`src/rtl/bus_split_arbiter_if.sv`:
```
// Bus-side signal bundle for bus_split_arbiter: master requests and slave
// responses in, one-hot grant and status out.
`timescale 1ns/1ps

interface bus_split_arbiter_if;
  logic [1:0] b_req;
  logic       b_util;
  logic       b_done;
  logic       b_split;
  logic       b_spl_resume;
  logic [1:0] b_grant;
  logic       b_busy;
  logic [1:0] split_pend;
  logic       timeout_err;

  modport master (
    output b_req, b_util, b_done, b_split, b_spl_resume,
    input  b_grant, b_busy, split_pend, timeout_err
  );

  modport slave (
    input  b_req, b_util, b_done, b_split, b_spl_resume,
    output b_grant, b_busy, split_pend, timeout_err
  );
endinterface

```
`src/rtl/bus_split_arbiter.sv`:
```
// Two-master serial-bus arbiter with split-transaction parking and ordered resume.
// Define ARB_ROUND_ROBIN_EN for round-robin fresh arbitration; default is fixed priority (M0 first).
`timescale 1ns/1ps

module bus_split_arbiter #(
  parameter int unsigned TIMEOUT = 8
) (
  input  logic                 clk_i,
  input  logic                 rst_ni,
  bus_split_arbiter_if.slave   bus
);

  localparam int unsigned CNT_W = (TIMEOUT > 2) ? $clog2(TIMEOUT) : 1;

  typedef enum logic [1:0] {IDLE, GNT, BUSY} state_e;

  state_e             state_q, state_d;
  logic [1:0]         grant_q, grant_d;
  logic               owner_q, owner_d;
  logic [CNT_W-1:0]   cnt_q, cnt_d;
  logic [1:0]         pend_q, pend_d;
  logic [1:0]         rc_q, rc_d;
  logic               oldest_q, oldest_d;
  logic               busy_q, busy_d;
  logic               err_q, err_d;
  logic [1:0]         elig_c;
  logic               win_c;

  assign elig_c = bus.b_req & ~pend_q;

`ifdef ARB_ROUND_ROBIN_EN
  logic last_q, last_d;

  // Last-granted master loses a tie; pointer resets to M1 so M0 wins first.
  always_comb begin
    win_c = 1'b0;
    if (elig_c == 2'b11) win_c = ~last_q;
    else                 win_c = elig_c[1];
  end

  always_ff @(posedge clk_i or negedge rst_ni) begin
    if (!rst_ni) last_q <= 1'b1;
    else         last_q <= last_d;
  end
`else
  always_comb begin
    win_c = 1'b0;
    if (!elig_c[0]) win_c = elig_c[1];
  end
`endif

  always_comb begin
    state_d  = state_q;
    grant_d  = grant_q;
    owner_d  = owner_q;
    cnt_d    = cnt_q;
    pend_d   = pend_q;
    rc_d     = rc_q;
    oldest_d = oldest_q;
    err_d    = 1'b0;
`ifdef ARB_ROUND_ROBIN_EN
    last_d   = last_q;
`endif

    case (state_q)
      IDLE: begin
        if (rc_q != 2'd0) begin
          // Resume service outranks fresh requests; the other master becomes oldest.
          grant_d          = oldest_q ? 2'b10 : 2'b01;
          owner_d          = oldest_q;
          pend_d[oldest_q] = 1'b0;
          rc_d             = rc_q - 2'd1;
          oldest_d         = ~oldest_q;
          cnt_d            = '0;
          state_d          = GNT;
`ifdef ARB_ROUND_ROBIN_EN
          last_d           = oldest_q;
`endif
        end else if (elig_c != 2'b00) begin
          grant_d = win_c ? 2'b10 : 2'b01;
          owner_d = win_c;
          cnt_d   = '0;
          state_d = GNT;
`ifdef ARB_ROUND_ROBIN_EN
          last_d  = win_c;
`endif
        end
      end
      GNT: begin
        cnt_d = cnt_q + CNT_W'(1);
        if (bus.b_util) begin
          cnt_d   = '0;
          state_d = BUSY;
        end else if (!bus.b_req[owner_q]) begin
          grant_d = 2'b00;
          state_d = IDLE;
        end else if (cnt_q == CNT_W'(TIMEOUT - 1)) begin
          grant_d = 2'b00;
          err_d   = 1'b1;
          state_d = IDLE;
        end
      end
      BUSY: begin
        if (bus.b_split) begin
          if (pend_q == 2'b00) oldest_d = owner_q;
          pend_d[owner_q] = 1'b1;
          grant_d         = 2'b00;
          state_d         = IDLE;
        end else if (bus.b_done || !bus.b_util) begin
          grant_d = 2'b00;
          state_d = IDLE;
        end
      end
      default: begin
        grant_d = 2'b00;
        state_d = IDLE;
      end
    endcase

    // Resume counts against flags already updated by this cycle's split/serve.
    if (bus.b_spl_resume && (pend_d != 2'b00)) begin
      if (rc_d < (2'({1'b0, pend_d[0]}) + 2'({1'b0, pend_d[1]}))) rc_d = rc_d + 2'd1;
    end

    busy_d = (state_d != IDLE);
  end

  always_ff @(posedge clk_i or negedge rst_ni) begin
    if (!rst_ni) begin
      state_q  <= IDLE;
      grant_q  <= 2'b00;
      owner_q  <= 1'b0;
      cnt_q    <= '0;
      pend_q   <= 2'b00;
      rc_q     <= 2'd0;
      oldest_q <= 1'b0;
      busy_q   <= 1'b0;
      err_q    <= 1'b0;
    end else begin
      state_q  <= state_d;
      grant_q  <= grant_d;
      owner_q  <= owner_d;
      cnt_q    <= cnt_d;
      pend_q   <= pend_d;
      rc_q     <= rc_d;
      oldest_q <= oldest_d;
      busy_q   <= busy_d;
      err_q    <= err_d;
    end
  end

  assign bus.b_grant     = grant_q;
  assign bus.b_busy      = busy_q;
  assign bus.split_pend  = pend_q;
  assign bus.timeout_err = err_q;

endmodule

```
`src/flat_wrapper.sv`:
```
// flat-port wrapper written by rule: the top's interface ports become plain ports
module bus_split_arbiter_flat 
#(
  parameter int unsigned TIMEOUT = 8
)
  (clk_i, rst_ni, bus_b_req, bus_b_util, bus_b_done, bus_b_split, bus_b_spl_resume, bus_b_grant, bus_b_busy, bus_split_pend, bus_timeout_err);
  bus_split_arbiter_if bus_i ();
  input  logic clk_i;
  input  logic rst_ni;
  input wire logic [$bits(bus_i.b_req)-1:0] bus_b_req;
  input wire logic [$bits(bus_i.b_util)-1:0] bus_b_util;
  input wire logic [$bits(bus_i.b_done)-1:0] bus_b_done;
  input wire logic [$bits(bus_i.b_split)-1:0] bus_b_split;
  input wire logic [$bits(bus_i.b_spl_resume)-1:0] bus_b_spl_resume;
  output wire logic [$bits(bus_i.b_grant)-1:0] bus_b_grant;
  output wire logic [$bits(bus_i.b_busy)-1:0] bus_b_busy;
  output wire logic [$bits(bus_i.split_pend)-1:0] bus_split_pend;
  output wire logic [$bits(bus_i.timeout_err)-1:0] bus_timeout_err;
  assign bus_i.b_req = bus_b_req;
  assign bus_i.b_util = bus_b_util;
  assign bus_i.b_done = bus_b_done;
  assign bus_i.b_split = bus_b_split;
  assign bus_i.b_spl_resume = bus_b_spl_resume;
  assign bus_b_grant = bus_i.b_grant;
  assign bus_b_busy = bus_i.b_busy;
  assign bus_split_pend = bus_i.split_pend;
  assign bus_timeout_err = bus_i.timeout_err;
  bus_split_arbiter #(.TIMEOUT(TIMEOUT)) u_core (.clk_i(clk_i), .rst_ni(rst_ni), .bus(bus_i));
endmodule
```
`config.mk`:
```
export PLATFORM = sky130hd
export DESIGN_NAME = bus_split_arbiter_flat
export DESIGN_NICKNAME = d
export VERILOG_FILES = /design/src/rtl/bus_split_arbiter_if.sv /design/src/rtl/bus_split_arbiter.sv /design/src/flat_wrapper.sv
export SDC_FILE = /design/constraint.sdc
export NUM_CORES = 1
export LEC_CHECK = 0
export BUFFER_PORTS_ARGS = -buffer_cell sky130_fd_sc_hd__buf_2
export CAP_MARGIN = 20
export CORE_MARGIN = 5
export CORE_UTILIZATION = 53
export DETAILED_ROUTE_END_ITERATION = 12
export GPL_ROUTABILITY_DRIVEN = 0
export GPL_TIMING_DRIVEN = 0
export PLACE_DENSITY_LB_ADDON = 0.3
export SETUP_SLACK_MARGIN = 0.3
export SLEW_MARGIN = 25
export SYNTH_ARGS = -nofsm -noshare
export SYNTH_HDL_FRONTEND = slang
export SYNTH_SLANG_ARGS = --single-unit
```
`constraint.sdc`:
```
create_clock -name clk_i -period 3.5 [get_ports clk_i]
set_clock_uncertainty 0.1 [all_clocks]
set_input_delay 0.7 -clock clk_i [delete_from_list [all_inputs] [get_ports clk_i]]
set_output_delay 0.7 -clock clk_i [all_outputs]
set_load 0.01 [all_outputs]
```
==> metrics.yaml, run 1 <==
routing:
  ant_nets: 0
  routedWlPerCell_um: 14.1
  drtIter0Drc: 6
  firstDrtPassIters: 7
  drt-total-wl_um: 1680
  viasPerCell: 5.94
  vias: 707
  drc_errors: 0
floorplan:
  start_util_pct: 56.2
  rows: 14
  core_mm2: 0.00152
  die_w_um: 50.2
  ios: 14
  die_y_um: 50.2
  dieArea_mm2: 0.00252
synthesis:
  yosys_register_bits: 15
  synth_area_per_cell_um2: 9.95
  yosys_warnings: 0
  synth.net_count: 99
  syn_area_um2: 856
  netlist_instances: 86
  synth-seq-area-share_pct: 43.9
  ys_types: 34
setup_path:
  slowest_delay_ns: 0.45
  endpoint_kind: "register"
  r2r_setup_slack_ns: 0.75
  path_buf_inv: 2
  path_cells: "buf_2 > o21ai_0 > o21ai_0 > o21ai_0 > ha_1 > inv_1 > ha_1 > nor4b_2 > nand4_1 > o31ai_1 > nor2_1"
  worstSetupStartpoint: "u_core.rc_q[0]"
  critPathKind: "reg -> reg"
  rr_startpoint: "u_core.rc_q[0]"
  start_kind: "register"
  crit_top_cell: "o21ai_0"
  cp_top_family: "compound AO/OA/AOI/OAI gates"
  critPathMaxFanout: 9
  worstPathArrival_ns: 2.83
  cp.required_ns: 3.58
  slowest_stage: "nor4b_2"
cells_and_area:
  nets: 117
  n_antenna_cell: 0
  design_area_um2: 975
  final_cell_mix: "15 x dfrtp_1, 14 x buf_2, 7 x inv_1, 7 x o21ai_0, 5 x ha_1"
  layout_commonest_cell: "dfrtp_1"
  synthToLayoutAreaGrowth_pct: 13.9
  drive_above_1_share_pct: 26.2
timing:
  slew_headroom_pct: 70.8
  fin_crit_ns: 2.75
  drv_slew: 0
  hold_violations: 0
  tns_ns: 0
  fin_crit_sh_pct: 78.6
  rsz0062_at_grt: "false"
  fin_ws_ns: 0.748
  max_clock_freq_ghz: 0.363
  finalSetupViolations: 0
  hold_ws_ns: 0.192
  worst_slew_pin_slew_ns: 0.435
power:
  total_power_uw: 744
  powerDensity_mw_per_mm2: 764
  p_leak_nw: 0.481
  ir_drop_mv: 0.358
grt:
  grt_overflow: 0
  grt_pass1_vias: 697
  grt_pass1_wl_um: 3020
  grt_start_max_net_pins: 16
  grt_antenna_before_repair: 0
  grt.total_usage_pct: 15.5
outcome:
  outcome: "completed"
flow_run:
  cap_violations: 0
clock_tree:
  clock_path_buffers: 2
  cts_buffers: 3
  hold_buffers: 0
  clock_latency_ns: 0.29
  cts_tree: "built"
  h-tree-depth: 1
  root_buffer: "clkbuf_4"
  post_cts_buffers: 0
  cts_sinks: 15
  clk_pin_slew_ns: 0.09
placement:
  io_buffers: 13
  dp_hpwl_um: 1260
  dpl-instance-area_um2: 941
  dpl_worst_slack_ns: 0.544
worst_hold_path:
  min_path_type: "in -> async"
layout make-up:
class / count / area, um2
Fill cell: 133 / 549
Multi-Input combinational cell: 60 / 425
Sequential cell: 15 / 375
Timing Repair Buffer: 13 / 65.1
Buffer: 4 / 35.0
Inverter: 7 / 26.3
Clock buffer: 3 / 22.5
Tap cell: 16 / 20.0
Clock inverter: 1 / 5.00
where the power goes:
| group | total (mW) | internal, mW | switching [mW] |
|---|---|---|---|
| sequential | 0.275 | 0.233 | 0.0422 |
| clock | 0.100 | 0.0425 | 0.0576 |
| combinational | 0.369 | 0.164 | 0.205 |
| total | 0.744 | 0.440 | 0.304 |
state kept, by name, indices dropped and copies added, names as in the netlist:
name	cells
u_core.state_q	2
u_core.oldest_q	1
u_core.bus.b_busy	1
u_core.bus.b_grant	2
u_core.rc_q	2
u_core.bus.split_pend	2
u_core.cnt_q	3
u_core.owner_q	1
u_core.bus.timeout_err	1
repair_timing:
action,4_1_cts,5_1_grt
endpoints found under the hold margin,0,0
resized for setup,0,1
setup endpoints to repair,0,1
synthesized netlist by cell type:
| cell | number | share of area [%] |
|---|---|---|
| dfrtp_1 | 15 | 44 |
| a32o_1 | 1 | 1.2 |
| nor2_1 | 4 | 1.8 |
| o311ai_1 | 1 | 1.0 |
| nand3_1 | 3 | 1.8 |
| o31a_1 | 1 | 1.0 |
| nor3_1 | 2 | 1.2 |
| and4bb_2 | 1 | 1.5 |
| buf_6 | 2 | 2.6 |
| a21oi_1 | 1 | 0.58 |
| nand2_1 | 4 | 1.8 |
| o31ai_1 | 1 | 0.88 |
| buf_2 | 1 | 0.58 |
| nor2_2 | 1 | 0.73 |
| o21ai_1 | 2 | 1.2 |
| ha_1 | 5 | 7.3 |
| a21oi_2 | 1 | 1.0 |
| mux2i_1 | 1 | 1.2 |
| o211ai_1 | 1 | 0.88 |
| nor3b_1 | 1 | 0.88 |
| buf_4 | 1 | 0.88 |
| o21a_1 | 1 | 0.88 |
| inv_1 | 7 | 3.1 |
| o21ai_0 | 7 | 4.1 |
| a31oi_1 | 3 | 2.2 |
| nand2b_1 | 2 | 1.5 |
| nor2b_1 | 2 | 1.5 |
| mux2_2 | 2 | 2.6 |
| a22o_1 | 3 | 3.1 |
| and3_1 | 1 | 0.73 |
| nor4b_1 | 3 | 3.1 |
| or2_1 | 1 | 0.73 |
| nand4_1 | 2 | 1.5 |
| o22ai_1 | 2 | 1.5 |
through the flow:
step / instances / utilization, %
floorplan: 86 / -
global placement: 115 / 61.7
detailed placement: 115 / 61.7
CTS: 119 / 63.5
global route: 119 / 64.0
finish: 119 / 64.0
path summary, 6_finish.rpt:
| path | cells after the start | to |
|---|---|---|
| setup / recovery | 11 | u_core.rc_q[1] |
| hold / removal | 1 | u_core.oldest_q |
| setup reg to reg | 11 | u_core.rc_q[1] |
| hold reg to reg | 1 | u_core.bus.b_grant[1] |
| max in group asynchronous | 1 | u_core.cnt_q[0] |
| min in group clk_i | 1 | u_core.bus.b_grant[1] |
per-layer routing:
layer,vias up,part of all wire (%),GRT usage [%]
met2,22,42,22.0
met5,-,0,0
li1,352,-,-
met3,6,8.4,5.33
met4,0,2.5,8.30
met1,327,47,20.6
kinds of logic (layout without fill, tap and decap cells):
family	count (synthesis)	count (layout)	share of synthesized area, %
compound gates	25	25	19.4
simple gates	27	27	18.4
flops	15	15	43.9
fa+ha+maj	5	5	7.31
mux	3	3	3.80
buf+inv	11	28	7.16
worst register-to-register path: stages (launching register included):
cell and delay (ns):
dfrtp_1 0.36, buf_2 0.17, o21ai_0 0.38, o21ai_0 0.14
o21ai_0 0.18, ha_1 0.21, inv_1 0.04, ha_1 0.31
nor4b_2 0.45, nand4_1 0.14, o31ai_1 0.08, nor2_1 0.07
No activity file was read; power rests on OpenSTA's default activity.
==> run 2, diff against run 1 <==
- clock period: 3.5 -> 2.8 ns (I/O delays scaled with it)
==> run 2 against run 1 <==
Against the previous run: non-clock buffer count is 2 higher; sequential power increased by 28%; design area rose by 5.5%; register-to-register slack got worse by 0.30 ns; die area is the same; flip-flop and latch count is the same; via count is 2.1% lower; clock power increased by 28%; utilization up 3.5 points; critical path type unchanged; hold slack worse by 0.14 ns; critical path depth is the same; power increased by 32%.
==> metrics.yaml, run 2 (synthesized netlist as in run 1, its figures left out) <==
worst_hold_path:
  min_path_type: "in -> async"
clock_tree:
  h-tree-depth: 1
  clk_pin_slew_ns: 0.09
  cts_buffers: 3
  cts_sinks: 15
  clock_latency_ns: 0.29
  root_buffer: "clkbuf_4"
  hold_buffers: 0
  cts_tree: "built"
  clock_path_buffers: 2
placement:
  io_buffers: 13
  dp_hpwl_um: 1240
  placedCellCount: 115
timing:
  hold_violations: 0
  rsz0062_at_grt: "false"
  slew_headroom_pct: 71.4
  max_clock_freq_ghz: 0.424
  drv_slew: 0
  fin_crit_sh_pct: 84.1
  fin_crit_ns: 2.36
  worst_slew_pin_slew_ns: 0.425
  finalSetupViolations: 0
  tns_ns: 0
floorplan:
  ios: 14
  start_util_pct: 56.2
  dieArea_mm2: 0.00252
  die_y_um: 50.2
  die_w_um: 50.2
  rows: 14
  core_mm2: 0.00152
cells_and_area:
  largest_reg_flops: 3
  drive_above_1_share_pct: 31.4
  final_cells: 121
  synthToLayoutAreaGrowth_pct: 20.2
  final_cell_mix: "15 x dfrtp_1, 13 x buf_2, 6 x inv_1, 5 x o21ai_0"
  nets: 119
  layout_commonest_cell: "dfrtp_1"
  n_antenna_cell: 0
  fin_util_pct: 67.5
  regMostFlops: "u_core.cnt_q"
power:
  p_leak_nw: 0.510
  total_power_uw: 980
  ir_drop_mv: 0.480
  powerDensity_mw_per_mm2: 953
routing:
  vias: 692
  routedWlPerCell_um: 14.2
  ant_nets: 0
  drtIter0Drc: 13
  drc_errors: 0
  firstDrtPassIters: 4
  viasPerCell: 5.72
  drt-total-wl_um: 1720
setup_path:
  cp.required_ns: 2.89
  start_kind: "register"
  critPathKind: "reg -> reg"
  worstPathArrival_ns: 2.44
  reg2reg_depth: 11
  endpoint_kind: "register"
  critPathMaxFanout: 10
grt:
  grtUsageMet2_pct: 21.3
  grt.total_usage_pct: 15.8
  use_met1_pct: 22.8
  grt_start_max_net_pins: 16
  grt_pass1_wl_um: 3050
  use_met3_pct: 3.85
  grt_pass1_vias: 681
  grt_antenna_before_repair: 0
  grt_overflow: 0
  busiest_layer: "met1"
flow_run:
  cap_violations: 0
outcome:
  outcome: "completed"
==> run 2: stage by stage <==
stage / setup slack, ns / area, um2 / hold slack (ns)
after floorplan: 0.444 / 862 / 0.164
after global placement: 0.200 / 947 / 0.376
after detailed placement: 0.123 / 947 / 0.380
after CTS: 0.335 / 983 / 0.0567
after global routing: 0.326 / 1030 / 0.0700
final: 0.444 / 1030 / 0.0502
==> run 2: what timing repair did <==
action	in CTS	in global routing
setup endpoints to repair	2	2
resized for setup	2	7
buffers inserted	0	2
pin swaps	1	2
==> run 2: report_power, final <==
group	leakage, nW	internal (mW)	total [mW]	switching (mW)
combinational	0.300	0.233	0.502	0.269
sequential	0.193	0.292	0.351	0.0591
clock	0.0177	0.0533	0.128	0.0748
total	0.510	0.578	0.980	0.403
==> run 2: path summary, 6_finish.rpt <==
path	from	endpoint	slack (ns)
max	u_core.state_q[0]	u_core.rc_q[1]	0.44
min	rst_ni	u_core.oldest_q	0.05
max reg2reg	u_core.state_q[0]	u_core.rc_q[1]	0.44
min reg2reg	u_core.bus.b_grant[0]	u_core.bus.b_grant[0]	0.40
max in group asynchronous	rst_ni	u_core.state_q[0]	2.30
min in group clk_i	u_core.bus.b_grant[0]	u_core.bus.b_grant[0]	0.40
==> run 2: layout make-up <==
cell class | instances | area, um2
Buffer | 4 | 37.5
Clock buffer | 3 | 22.5
Clock inverter | 1 | 5.00
Fill cell | 132 | 495
Inverter | 7 | 26.3
Multi-Input combinational cell | 60 | 462
Sequential cell | 15 | 375
Tap cell | 16 | 20.0
Timing Repair Buffer | 15 | 80.1
==> run 2: per-layer routing <==
| layer | up-vias | part of all wire [%] | routed length [um] |
|---|---|---|---|
| met1 | 318 | 50 | 867 |
| li1 | 355 | - | - |
| met2 | 14 | 41 | 703 |
| met4 | 0 | 2.5 | 43 |
| met5 | - | 0 | 0 |
| met3 | 5 | 6.1 | 105 |
==> run 2: critical path: stages, from the launching register on <==
cell	delay, ns
dfrtp_1	0.40
buf_4	0.17
o31a_1	0.30
o22ai_2	0.17
inv_1	0.08
ha_1	0.19
inv_2	0.06
ha_4	0.20
nor4b_4	0.30
nand4_1	0.12
o31ai_1	0.09
nor2_1	0.07
==> run 3, diff against run 2 <==
- CORE_UTILIZATION: 53 -> 48
- clock period: 2.8 -> 2.1 ns (I/O delays scaled with it)
==> run 3 against run 2 <==
Against the previous run: the run now ends with negative setup slack left; sequential power increased by 32%; power is 44% higher; utilization about the same; via count increased by 6.5%; flip-flop and latch count is the same; final cell count is 17% higher; die area increased by 8.3%.
==> metrics.yaml, run 3 (synthesized netlist as in run 1, its figures left out) <==
outcome:
  outcome: "finished with violations"
  violations: "negative setup slack"
floorplan:
  die_w_um: 52.2
  dieArea_mm2: 0.00273
  start_util_pct: 50.1
  core_mm2: 0.00171
  die_y_um: 52.2
  rows: 15
  ios: 14
timing:
  slew_headroom_pct: 74.1
  fin_crit_ns: 2.26
  drv_slew: 0
  fin_crit_sh_pct: 108
  fin_ws_ns: -0.158
  finalSetupViolations: 2
  tns_ns: -0.289
  rsz0062_at_grt: "true"
  hold_violations: 0
  max_clock_freq_ghz: 0.443
  worst_slew_pin_slew_ns: 0.385
placement:
  dp_hpwl_um: 1250
  io_buffers: 13
  placedCellCount: 124
  dpl-instance-area_um2: 988
power:
  ir_drop_mv: 0.956
  powerDensity_mw_per_mm2: 1230
  total_power_mw: 1.42
  p_leak_nw: 0.562
cells_and_area:
  synthToLayoutAreaGrowth_pct: 34.6
  final_cell_mix: "14 x dfrtp_1, 13 x buf_2, 11 x buf_4, 6 x inv_1"
  fin_util_pct: 67.5
  design_area_mm2: 0.00115
  largest_reg_flops: 3
  drive_above_1_share_pct: 38.8
  n_antenna_cell: 0
  nFillCells: 145
  regMostFlops: "u_core.cnt_q"
  final_cells: 141
  layout_commonest_cell: "dfrtp_1"
  multiInputGateArea_um2: 478
  seq_area_um2: 377
  nets: 130
worst_hold_path:
  min_path_type: "in -> reg"
routing:
  ant_nets: 0
  vias: 737
  drtIter0Drc: 17
  viasPerCell: 5.23
  routedWlPerCell_um: 12.3
  drt-total-wl_um: 1740
  drc_errors: 0
  firstDrtPassIters: 4
grt:
  grt_pass1_vias: 669
  grt.total_usage_pct: 14.8
  grt_start_max_net_pins: 16
  grt_pass1_wl_um: 2890
  grt_overflow: 0
  grt_antenna_before_repair: 0
clock_tree:
  root_buffer: "clkbuf_4"
  cts_buffers: 3
  h-tree-depth: 1
  cts_tree: "built"
  clk_pin_slew_ns: 0.08
  clock_latency_ns: 0.28
  cts_sinks: 15
  clock_path_buffers: 2
setup_path:
  worstPathArrival_ns: 2.33
  endpoint_kind: "register"
  critPathMaxFanout: 6
  start_kind: "register"
  critPathKind: "reg -> reg"
  cp.required_ns: 2.17
flow_run:
  cap_violations: 0
[run 3: cell types whose count changed in the layout (fill, tap and decap cells not counted), sizes merged]
cell	previous run	this run
buf	18	29
dlygate4sd3	0	1
clkinv	1	0
[run 3: critical path, cell delays in order, from the launching register on]
cell     delay, ns
dfrtp_1       0.39
buf_6         0.13
o31a_1        0.29
o22ai_2       0.16
inv_1         0.08
ha_2          0.17
inv_2         0.06
ha_4          0.20
nor4b_4       0.28
buf_4         0.17
buf_6         0.08
o22ai_2       0.04
[run 3: layer usage]
metal | vias up | part of all wire, % | track usage [%]
met5 | - | 0 | 0
met4 | 0 | 2.2 | 7.66
met3 | 4 | 5.0 | 4.27
met2 | 17 | 46 | 23.6
met1 | 340 | 47 | 18.1
li1 | 376 | - | -
[run 3: report_power, final]
group          internal (mW)  total (mW)  switching, mW
logic                  0.402       0.789          0.387
registers              0.389       0.465         0.0759
clock network         0.0737       0.162         0.0879
total                  0.865        1.42          0.551
[run 3: repair_timing]
action | in CTS | in global routing
hold buffers | 1 | 0
endpoints found under the setup margin | 2 | 2
pin swaps | 3 | 2
hold endpoints to repair | 15 | 0
buffers inserted | 7 | 5
gates resized for setup | 5 | 4
[run 3: cell type report]
type	instances	share of cell area (%)
buffer	4	3.91
inverter	7	2.28
clock buffer	4	2.28
sequential	15	32.7
multi-input combinational	60	41.5
timing repair buffer	26	14.7
tap	25	2.71
[run 3: worst paths after layout]
check                                            from  depth (start not counted)               endpoint  slack, ns
worst max-delay path                u_core.state_q[0]                         11         u_core.rc_q[0]      -0.16
worst min-delay path                       bus_b_util                          3      u_core.state_q[1]       0.31
worst max register to register      u_core.state_q[0]                         11         u_core.rc_q[0]      -0.16
worst min register to register  u_core.bus.b_grant[0]                          1  u_core.bus.b_grant[0]       0.39
max in group asynchronous                      rst_ni                          2         u_core.rc_q[1]       1.17
min in group asynchronous                      rst_ni                          2         u_core.rc_q[0]       0.46
[run 3: per-stage QoR]
stage / setup slack [ns] / hold slack, ns
global placement: -0.210 / 0.243
CTS: -0.196 / 0.297
finish: -0.158 / 0.313
floorplan: -0.0734 / 0.0244
detailed placement: -0.248 / 0.241
global route: -0.353 / 0.318
